<file path="config.mk">
export PLATFORM = sky130hd
export DESIGN_NAME = mem_access_ctrl
export DESIGN_NICKNAME = d
export VERILOG_FILES = /design/src/rtl/mem_access_ctrl.sv
export SDC_FILE = /design/constraint.sdc
export NUM_CORES = 1
export LEC_CHECK = 0
export CORE_UTILIZATION = 45
export DETAILED_ROUTE_END_ITERATION = 12
export GPL_ROUTABILITY_DRIVEN = 0
export GPL_TIMING_DRIVEN = 0
export PLACE_DENSITY_LB_ADDON = 0.08
export SLEW_MARGIN = 0
export SYNTH_ARGS = -nofsm -noshare
export SYNTH_HDL_FRONTEND = slang
export SYNTH_SLANG_ARGS = --single-unit
</file>
<file path="constraint.sdc">
create_clock -name clk -period 4.8 [get_ports clk]
set_input_delay 0.48 -clock clk [delete_from_list [all_inputs] [get_ports clk]]
set_output_delay 0.48 -clock clk [all_outputs]
set_load 0.02 [all_outputs]
</file>
<file path="src/rtl/mem_access_ctrl.sv">
// Memory-stage access sequencer: one req/ack data-memory transaction per load/store, with stall, strobes, load extend and timeout abort.
// Optional build macro MISALIGN_CHECK_EN rejects misaligned half/word accesses.
module mem_access_ctrl #(
    parameter int unsigned TIMEOUT_CYCLES = 16,
    parameter int unsigned CNT_W          = 8
) (
    input  logic        clk,
    input  logic        rst,
    input  logic        i_Load_1,
    input  logic        i_Store_1,
    input  logic        i_LoadUnsigned_1,
    input  logic [1:0]  i_LoadStoreWidth_2,
    input  logic [31:0] i_Addr_32,
    input  logic [31:0] i_StoreData_32,
    output logic        o_MemReq_1,
    output logic        o_MemWe_1,
    output logic [31:0] o_MemAddr_32,
    output logic [31:0] o_MemWdata_32,
    output logic [3:0]  o_MemWstrb_4,
    input  logic        i_MemAck_1,
    input  logic [31:0] i_MemRdata_32,
    output logic        o_Stall_1,
    output logic [31:0] o_LoadData_32,
    output logic        o_LoadValid_1,
    output logic        o_BusErr_1,
    output logic        o_Misalign_1
);

    typedef enum logic {IDLE, BUSY} state_t;

    state_t           state;
    logic [CNT_W-1:0] cnt;
    logic [1:0]       busy_width;
    logic [1:0]       busy_off;
    logic             busy_unsigned;

    logic        access;
    logic        misalign;
    logic        issue;
    logic        timeout_hit;
    logic [3:0]  wstrb_next;
    logic [31:0] wdata_next;
    logic [31:0] rd_byte_sh;
    logic [31:0] rd_half_sh;
    logic [31:0] load_ext;

    assign timeout_hit = (cnt == CNT_W'(TIMEOUT_CYCLES - 1));

    // Request decode, lane steering and load extraction
    always_comb begin
        access   = i_Load_1 | i_Store_1;
        misalign = 1'b0;
`ifdef MISALIGN_CHECK_EN
        case (i_LoadStoreWidth_2)
            2'b00:   misalign = 1'b0;
            2'b01:   misalign = i_Addr_32[0];
            default: misalign = |i_Addr_32[1:0];
        endcase
`endif
        issue = access & ~misalign;

        case (i_LoadStoreWidth_2)
            2'b00: begin
                wstrb_next = 4'b0001 << i_Addr_32[1:0];
                wdata_next = {4{i_StoreData_32[7:0]}};
            end
            2'b01: begin
                wstrb_next = 4'b0011 << {i_Addr_32[1], 1'b0};
                wdata_next = {2{i_StoreData_32[15:0]}};
            end
            default: begin
                wstrb_next = 4'b1111;
                wdata_next = i_StoreData_32;
            end
        endcase

        rd_byte_sh = i_MemRdata_32 >> {busy_off, 3'b000};
        rd_half_sh = i_MemRdata_32 >> {busy_off[1], 4'b0000};
        case (busy_width)
            2'b00:   load_ext = busy_unsigned ? {24'h0, rd_byte_sh[7:0]}
                                              : {{24{rd_byte_sh[7]}}, rd_byte_sh[7:0]};
            2'b01:   load_ext = busy_unsigned ? {16'h0, rd_half_sh[15:0]}
                                              : {{16{rd_half_sh[15]}}, rd_half_sh[15:0]};
            default: load_ext = i_MemRdata_32;
        endcase
    end

    // Stall releases in the cycle the transaction ends so the pipeline advances on that edge
    assign o_Stall_1 = (state == IDLE) ? issue : (~i_MemAck_1 & ~timeout_hit);

    always_ff @(posedge clk) begin
        if (rst) begin
            state         <= IDLE;
            cnt           <= '0;
            busy_width    <= 2'b00;
            busy_off      <= 2'b00;
            busy_unsigned <= 1'b0;
            o_MemReq_1    <= 1'b0;
            o_MemWe_1     <= 1'b0;
            o_MemAddr_32  <= 32'h0;
            o_MemWdata_32 <= 32'h0;
            o_MemWstrb_4  <= 4'h0;
            o_LoadData_32 <= 32'h0;
            o_LoadValid_1 <= 1'b0;
            o_BusErr_1    <= 1'b0;
            o_Misalign_1  <= 1'b0;
        end else begin
            o_LoadValid_1 <= 1'b0;
            o_BusErr_1    <= 1'b0;
            o_Misalign_1  <= 1'b0;
            case (state)
                IDLE: begin
                    if (issue) begin
                        state         <= BUSY;
                        cnt           <= '0;
                        o_MemReq_1    <= 1'b1;
                        o_MemWe_1     <= i_Store_1;
                        o_MemAddr_32  <= {i_Addr_32[31:2], 2'b00};
                        o_MemWdata_32 <= wdata_next;
                        o_MemWstrb_4  <= i_Store_1 ? wstrb_next : 4'b0000;
                        busy_width    <= i_LoadStoreWidth_2;
                        busy_off      <= i_Addr_32[1:0];
                        busy_unsigned <= i_LoadUnsigned_1;
                    end else begin
                        o_Misalign_1  <= access & misalign;
                    end
                end
                BUSY: begin
                    cnt <= cnt + CNT_W'(1);
                    if (i_MemAck_1) begin
                        state      <= IDLE;
                        o_MemReq_1 <= 1'b0;
                        if (!o_MemWe_1) begin
                            o_LoadData_32 <= load_ext;
                            o_LoadValid_1 <= 1'b1;
                        end
                    end else if (timeout_hit) begin
                        state      <= IDLE;
                        o_MemReq_1 <= 1'b0;
                        o_BusErr_1 <= 1'b1;
                        if (!o_MemWe_1) begin
                            o_LoadData_32 <= 32'h0;
                            o_LoadValid_1 <= 1'b1;
                        end
                    end
                end
                default: state <= IDLE;
            endcase
        end
    end

endmodule
</file>
### After elaboration in Yosys (flattened, before gate mapping)

Index checks and enable logic that the tools add are counted.

* $add $sub $neg: 1
* eq/ne operators: 7
* shift operators: 4
* muxes and demuxes: 25
* bitwise operators: 5
* reduce and logical (&&, ||, !) cells: 8

Operator list (count)
* 2-to-1 mux 32 bit: 6
* case mux 32 bit (2 select lines): 2
* right shift 32 x 5 -> 16 bit: 1
* right shift 32 x 5 -> 8 bit: 1
* case mux 8 bit (2 select lines): 1
* 2-to-1 mux 1 bit: 11
* adder 8 x 1 -> 8 bit, second input constant: 1
* == test 8 x 4 -> 1 bit, second input constant: 1
* 2-to-1 mux 8 bit: 1
* case mux 4 bit (2 select lines): 1
* != test 2 bit, second input constant: 3
* == test 2 x 1 -> 1 bit, second input constant: 2
* zero test 2 bit: 2
* 2-to-1 mux 4 bit: 1
* case mux 1 bit (2 select lines): 2
* AND reduction 2 bit: 2
* AND reduction 4 bit: 1
* << shifter 1 x 2 -> 4 bit, first input constant: 1
* << shifter 2 x 2 -> 4 bit, first input constant: 1
* != test 3 x 2 -> 1 bit, second input constant: 1
* NOT 1 bit: 3
* OR reduction 3 bit: 1
* nonzero test 2 bit: 1
* OR reduction 2 bit: 1
* other kinds (2): 2

* register bits: 116
* input bits: 104
* output and inout port bits: 106
* logic and storage cells: 63

### Longest topological paths before layout

Gate-level depths: netlist (run 1).

* depth after elaboration: 5
* mapped depth: 6
* mapped depth without buffers: 5

### Least setup slack after synthesis (run 1)

OpenSTA, ideal clock, no wires.

* path kind: flip-flop to output port
* start point: register cnt[0]
* end point: output o_Stall_1
* data arrival time: 1236 ps
* required time: 4320 ps
* path slack: 3084 ps
* stages on the path, launching flop included: 6
* cells stage by stage: dfxtp_1 -> ha_1 -> nand4b_1 -> nor4_4 -> o21a_1 -> nor2_1

* word-level cells in the longest chain between the ends: 4

Ends and longest elaborated chain
* from (decl): line 32 `logic [CNT_W-1:0] cnt;`
* from (signal assigned): line 129 `cnt <= cnt + CNT_W'(1);`
* == test 8 x 4 -> 1 bit: line 47 `assign timeout_hit = (cnt == CNT_W'(TIMEOUT_CYCLES - 1));`
* NOT 1 bit: line 89 `assign o_Stall_1 = (state == IDLE) ? issue : (~i_MemAck_1 & ~timeout_hit);`
* AND 1 bit: line 89
* 2-to-1 mux 1 bit: line 89
* to (decl): line 22 `output logic o_Stall_1,`

Every way passes these cells.

### Final worst setup path (run 1)

Ends and elaborated chain as after synthesis.

==> qor.yml, run 1 <==
min_path_type: "in2reg"
start_util_pct: 46.9
rows: 37
cts_made_buffers: 17
slew_violations: 0
grt_pass1_vias: 4738
clk_pin_slew_ns: 0.06
worstReg2RegStart: "cnt[0]$_SDFFE_PP0P_"
synth_cell_types: 50
rsz0062_at_grt: "false"
crit_cells: 6
hold_viol_final: 0
die-area_um2: 11300
cts_max_level: 4
max_freq_ghz: 0.348
synth_seq_cells: 116
avgSynthCellArea_um2: 8.74
cp.arrival_ns: 2.39
dr.pass1.iters: 5
grt_overflow: 0
fin_crit_sh_pct: 59.8
worstSetupEndpointType: "primary output"
worstRegToRegCells: 6
cp_cell_sequence: "ha_1, nand4b_1, nor4_4, o21a_1, nor2_1, clkdlybuf4s50_1"
finalNonFillerCells: 933
drtIter0Drc: 327
syn-instance-count: 559
ys.flop_type: "dfxtp_1"
power_frac_comb_pct: 20.2
cp-startpoint: "cnt[0]$_SDFFE_PP0P_"
ff2ff_setup_slack_ns: 2.83
grt_max_degree: 17
clock_skew_ns: 0.00987
insertion_delay_ns: 0.52
internal_power_w: 0.00195
crit_fanout: 4
synth_edf_count: 0
dp.cells: 901
p_per_area_nw_per_um2: 361
leakagePower_nw: 2.81
root_buffer: "clkbuf_8"
vias: 5049
slowest_delay_ns: 0.56
netlist_top_cells_area: "dfxtp_1, nand2_1, a21oi_1"
crit_buf_inv: 1
outcome: "completed"
grt_antenna_before_repair: 0
clock_sinks: 116
drcViolationCount: 0
wl_per_cell_um: 16.4
fin_tns_setup_ns: 0
cts_resized: 0
async_reset_ff_share_pct: 0
ys_seq_area_share_pct: 47.6
grtUsageTotal_pct: 27.1
synth_top_area_cell: "dfxtp_1"
core-area_um2: 10400
wl_mm: 15.3
critPathLaunchType: "flip-flop"
drive_above_1_share_pct: 8.91
cpLargestDelayFamily: "buffers and inverters"
switching_share_pct: 29.2
yosysWarnings: 0
worst_pin_slew_ns: 0.767
clkPwrFrac_pct: 41.0
synth_top_area_share_pct: 47.6
slew_headroom_pct: 48.7
clock_path_buffers: 2
ctsHoldBuffers: 0
fp.dieH_um: 106
multi_input_area_um2: 2340
endpoint: "o_Stall_1"
worstSetupPathType: "reg2out"
worstReg2RegEnd: "o_LoadData_32[28]$_SDFFE_PP0P_"
setup_viol: 0
die_w_um: 106
fillers: 807
ant_nets: 0
via_per_inst: 5.41
sequentialPowerShare_pct: 38.8
n_antenna_cell: 0
min_period_ns: 2.87
hpwl_mm: 11.4
ir_drop_uv: 223
grt_pass1_wl_mm: 23.6
seq_area_um2: 2320
cts_setup_buffers: 0
critPathRequiredTime_ns: 4.32
cp_slowest_cell: "clkdlybuf4s50_1"
nets: 889
area_growth_pct: 56.4
num_io_pins: 210
p_switching_w: 0.000807
cts_tree: "built"
io_buffer_count: 204
cap_violations: 0
netlist_area_um2: 4880
-- power by group through the flow --
stage | Combinational, W | Sequential, W | Clock, W
CTS | 0.000556 | 0.00107 | 0.00114
detailed placement | 0.000553 | 0.00109 | 0
floorplan | 0.000199 | 0.00116 | 0
finish | 0.000558 | 0.00107 | 0.00113
global placement | 0.000545 | 0.00109 | 0
global route | 0.000595 | 0.00108 | 0.00118
-- metal layers --
layer | wire (um) | vias up | global-route usage [%]
met4 | 319 | 0 | 12.2
met5 | 0 | - | 0
met2 | 7350 | 213 | 43.9
li1 | - | 2445 | -
met1 | 6180 | 2364 | 32.3
met3 | 1410 | 27 | 9.14
-- worst min-delay path by stage --
stage,from,endpoint,slack (ns),cells after the start
final,i_LoadStoreWidth_2[0],busy_width[0]$_SDFFE_PP0P_,0.42,3
after global routing,i_LoadStoreWidth_2[0],busy_width[0]$_SDFFE_PP0P_,0.44,3
after CTS,i_LoadStoreWidth_2[0],busy_width[0]$_SDFFE_PP0P_,0.40,3
after detailed placement,o_MemWdata_32[20]$_SDFFE_PP0P_,o_MemWdata_32[20]$_SDFFE_PP0P_,0.44,2
after global placement,o_MemWdata_32[23]$_SDFFE_PP0P_,o_MemWdata_32[23]$_SDFFE_PP0P_,0.43,2
after floorplan,cnt[7]$_SDFFE_PP0P_,cnt[7]$_SDFFE_PP0P_,0.48,2
-- cell usage after synthesis, types with 2 or more instances --
library cell / count
mux2i_1: 19
a221o_2: 10
mux2_2: 5
nand4_1: 3
a21oi_1: 69
nand2_1: 115
dfxtp_1: 116
a311oi_1: 8
o21ai_0: 33
o2bb2ai_1: 20
nor2b_1: 2
a21o_1: 2
nand2b_1: 5
o21a_1: 11
o21ai_1: 2
a221o_1: 6
nor3_1: 17
nor2_1: 21
o221ai_1: 3
buf_2: 8
inv_1: 6
a32o_1: 3
o211ai_1: 4
clkbuf_1: 24
nand3_1: 3
buf_1: 8
or3_1: 7
or2_2: 3
xor2_1: 2
buf_4: 4
-- registers in the layout, summed over array words and instances (netlist names), 2 cells and up --
| signal | cells |
|---|---|
| o_LoadData_32 | 32 |
| o_MemWdata_32 | 32 |
| o_MemAddr_32 | 30 |
| cnt | 8 |
| o_MemWstrb_4 | 4 |
| busy_off | 2 |
| busy_width | 2 |
-- through the flow --
step | power, W | setup WS (ns) | hold slack, ns | utilization [%] | area (um2)
3_3_place_gp | 0.00163 | 2.30 | 0.434 | 68.2 | 7100
3_5_place_dp | 0.00164 | 2.27 | 0.443 | 68.2 | 7100
5_1_grt | 0.00286 | 1.80 | 0.435 | 73.3 | 7640
2_1_floorplan | 0.00136 | 3.08 | 0.481 | - | 4890
6_report | 0.00276 | 1.93 | 0.424 | 73.3 | 7640
4_1_cts | 0.00277 | 1.91 | 0.404 | 73.3 | 7640
-- layout by cell type (no fill, tap or decap), types with 10 or more instances in the layout --
cell type	instances
nand2_1	115
a21oi_1	69
o21ai_0	33
mux2i_1	19
clkbuf_1	24
clkbuf_16	16
clkdlybuf4s50_1	204
nor2_1	21
nor3_1	17
dfxtp_1	116
o2bb2ai_1	20
a221o_2	10
o21a_1	11
-- area by class of cell --
class / count / area share, %
plain buffers: 45 / 2.64
repair buffers: 204 / 26.7
inverters: 6 / 0.295
multi-input cells: 394 / 30.7
clock inverters: 14 / 1.38
flip-flops and latches: 116 / 30.4
clock buffers: 18 / 5.60
well taps: 136 / 2.23
-- kinds of logic (layout without fill, tap and decap cells) --
kind of cell,count (synthesis),in the layout,share of synthesized area [%]
AOI/OAI and AO/OA,178,178,24.8
xor gates and xnor gates,3,3,0.538
adders and majority gates,1,1,0.256
buffers and inverters,51,287,4.59
DFF,116,116,47.6
muxes,25,25,5.35
other,1,3,0.0768
and+or+nand+nor,184,184,16.9
-- worst reg2reg max path, stage by stage (launching register included) --
cell	delay, ns
dfxtp_1	0.37
ha_1	0.23
nand4b_1	0.18
nor4_4	0.28
o31ai_2	0.17
buf_2	0.23
a221o_2	0.40
No activity file was read; power rests on OpenSTA's default activity.
==> run 2, diff against run 1 <==
CORE_UTILIZATION = 38   (was 45)
clock period = 2.4 ns   (was 4.8 ns; I/O delays follow)
==> run 2 against run 1 <==
Hold slack got worse by 0.15 ns; utilization is 11 points lower; global-route usage down 3.2 points; clock skew decreased by 0.0029 ns; die area up 18%; worst setup slack worse by 1.8 ns; critical path depth is the same; sequential share of layout area down 0.63 points.
==> qor.yml, run 2 (same netlist as run 1, synthesis figures left out) <==
grt_pass1_wl_mm: 23.8
start_util_pct: 38.9
fin_crit_sh_pct: 95.3
rsz0062_at_grt: "false"
hold_viol_final: 0
drive_above_1_share_pct: 9.02
rows: 41
worstRegToRegCells: 7
dr.pass1.iters: 5
cts_tree: "built"
outcome: "completed"
critPathRequiredTime_ns: 2.16
setup_viol: 0
dp.cells: 937
p_per_area_nw_per_um2: 763
drcViolationCount: 0
wl_mm: 15.5
grtUsageTotal_pct: 23.8
root_buffer: "clkbuf_16"
clk_pin_slew_ns: 0.05
cp-startpoint: "cnt[0]$_SDFFE_PP0P_"
via_per_inst: 5.13
leakagePower_nw: 2.88
critPathLaunchType: "flip-flop"
max_freq_ghz: 0.437
clock_sinks: 116
grt_antenna_before_repair: 0
grt_max_degree: 17
layout.cells.most_common: "clkdlybuf4s50_1"
slew_headroom_pct: 51.0
holdCritStartpoint: "i_LoadStoreWidth_2[0]"
min_period_ns: 2.29
io_buffer_count: 204
mostFrequentLayoutCells: "clkdlybuf4s50_1, dfxtp_1, nand2_1"
vias: 4974
worst_pin_slew_ns: 0.730
whs_path_depth: 3
fp.dieH_um: 115
die_w_um: 115
clock_path_buffers: 2
fin_tns_setup_ns: 0
cts_made_buffers: 17
ctsHoldBuffers: 0
area_growth_pct: 59.7
worstSetupPathType: "reg2out"
min_path_type: "in2reg"
hpwl_mm: 11.7
cts_max_level: 4
finalNonFillerCells: 970
crit_fanout: 4
grt_overflow: 0
ant_nets: 0
worstReg2RegStart: "cnt[0]$_SDFFE_PP0P_"
num_io_pins: 210
die-area_um2: 13300
power_w: 0.00595
drtIter0Drc: 279
worstSetupEndpointType: "primary output"
cp.arrival_ns: 2.05
n_antenna_cell: 0
reg.largest.list: "o_LoadData_32: 32 flops, o_MemWdata_32: 32 flops, o_MemAddr_32: 30 flops"
slew_violations: 0
grt_pass1_vias: 4694
core-area_um2: 12600
insertion_delay_ns: 0.41
wl_per_cell_um: 16.0
nets: 891
cap_violations: 0
clock_skew_ns: 0.00695
ir_drop_uv: 574
## run 2: cell types whose count changed in the layout (fill, tap and decap cells not counted), sizes merged
cell,change
clkinv,-3
clkdlybuf4s50,-1
inv,-3
buf,+2
clkbuf,+4
bufinv,+4
dlygate4sd2,+1
clkinvlp,-3
## run 2: final cells by class
| cell class | instances | area, um2 |
|---|---|---|
| Sequential cell | 116 | 2320 |
| Inverter | 6 | 22.5 |
| Clock inverter | 9 | 150 |
| Timing Repair Buffer | 206 | 2060 |
| Multi-Input combinational cell | 394 | 2350 |
| Clock buffer | 22 | 484 |
| Tap cell | 172 | 215 |
| Fill cell | 1095 | 4770 |
| Buffer | 45 | 201 |
## run 2: repair_timing
action / CTS / global route
setup buffers: 0 / 2
pin swaps: 0 / 1
setup endpoints to repair: 1 / 1
resized for setup: 1 / 1
## run 2: power by group
group | internal [W] | switching (W)
Clock | 0.00183 | 0.000857
Combinational | 0.000539 | 0.000577
Sequential | 0.00207 | 0.0000769
## run 2: final timing paths
kind,endpoint,slack [ns]
min reg2reg,o_MemAddr_32[29]$_SDFFE_PP0P_,0.45
max reg2reg,o_LoadData_32[31]$_SDFFE_PP0P_,0.34
min,busy_width[0]$_SDFFE_PP0P_,0.28
max,o_Stall_1,0.11
## run 2: worst max-delay path, stage by stage, from the launching register on
cell	delay, ns
dfxtp_1	0.37
ha_2	0.23
nand4b_1	0.16
nor4_4	0.28
o21a_1	0.20
nor2_1	0.06
dlygate4sd2_1	0.34
## run 2: routing by layer
metal  track usage [%]  share of wire, %
met5                 0                 0
met4              9.87               1.5
met3              8.28               8.6
met2              38.8                48
met1              28.5                42
## run 2: through the flow
stage	hold WS, ns	cell area (um2)	util [%]	setup slack [ns]
after detailed placement	0.447	7150	56.9	0.0851
after global routing	0.314	7800	62.1	0.00995
after floorplan	0.357	4890	-	0.705
after global placement	0.440	7150	56.9	0.0963
final	0.277	7800	62.1	0.112
after CTS	0.239	7780	61.9	0.0776
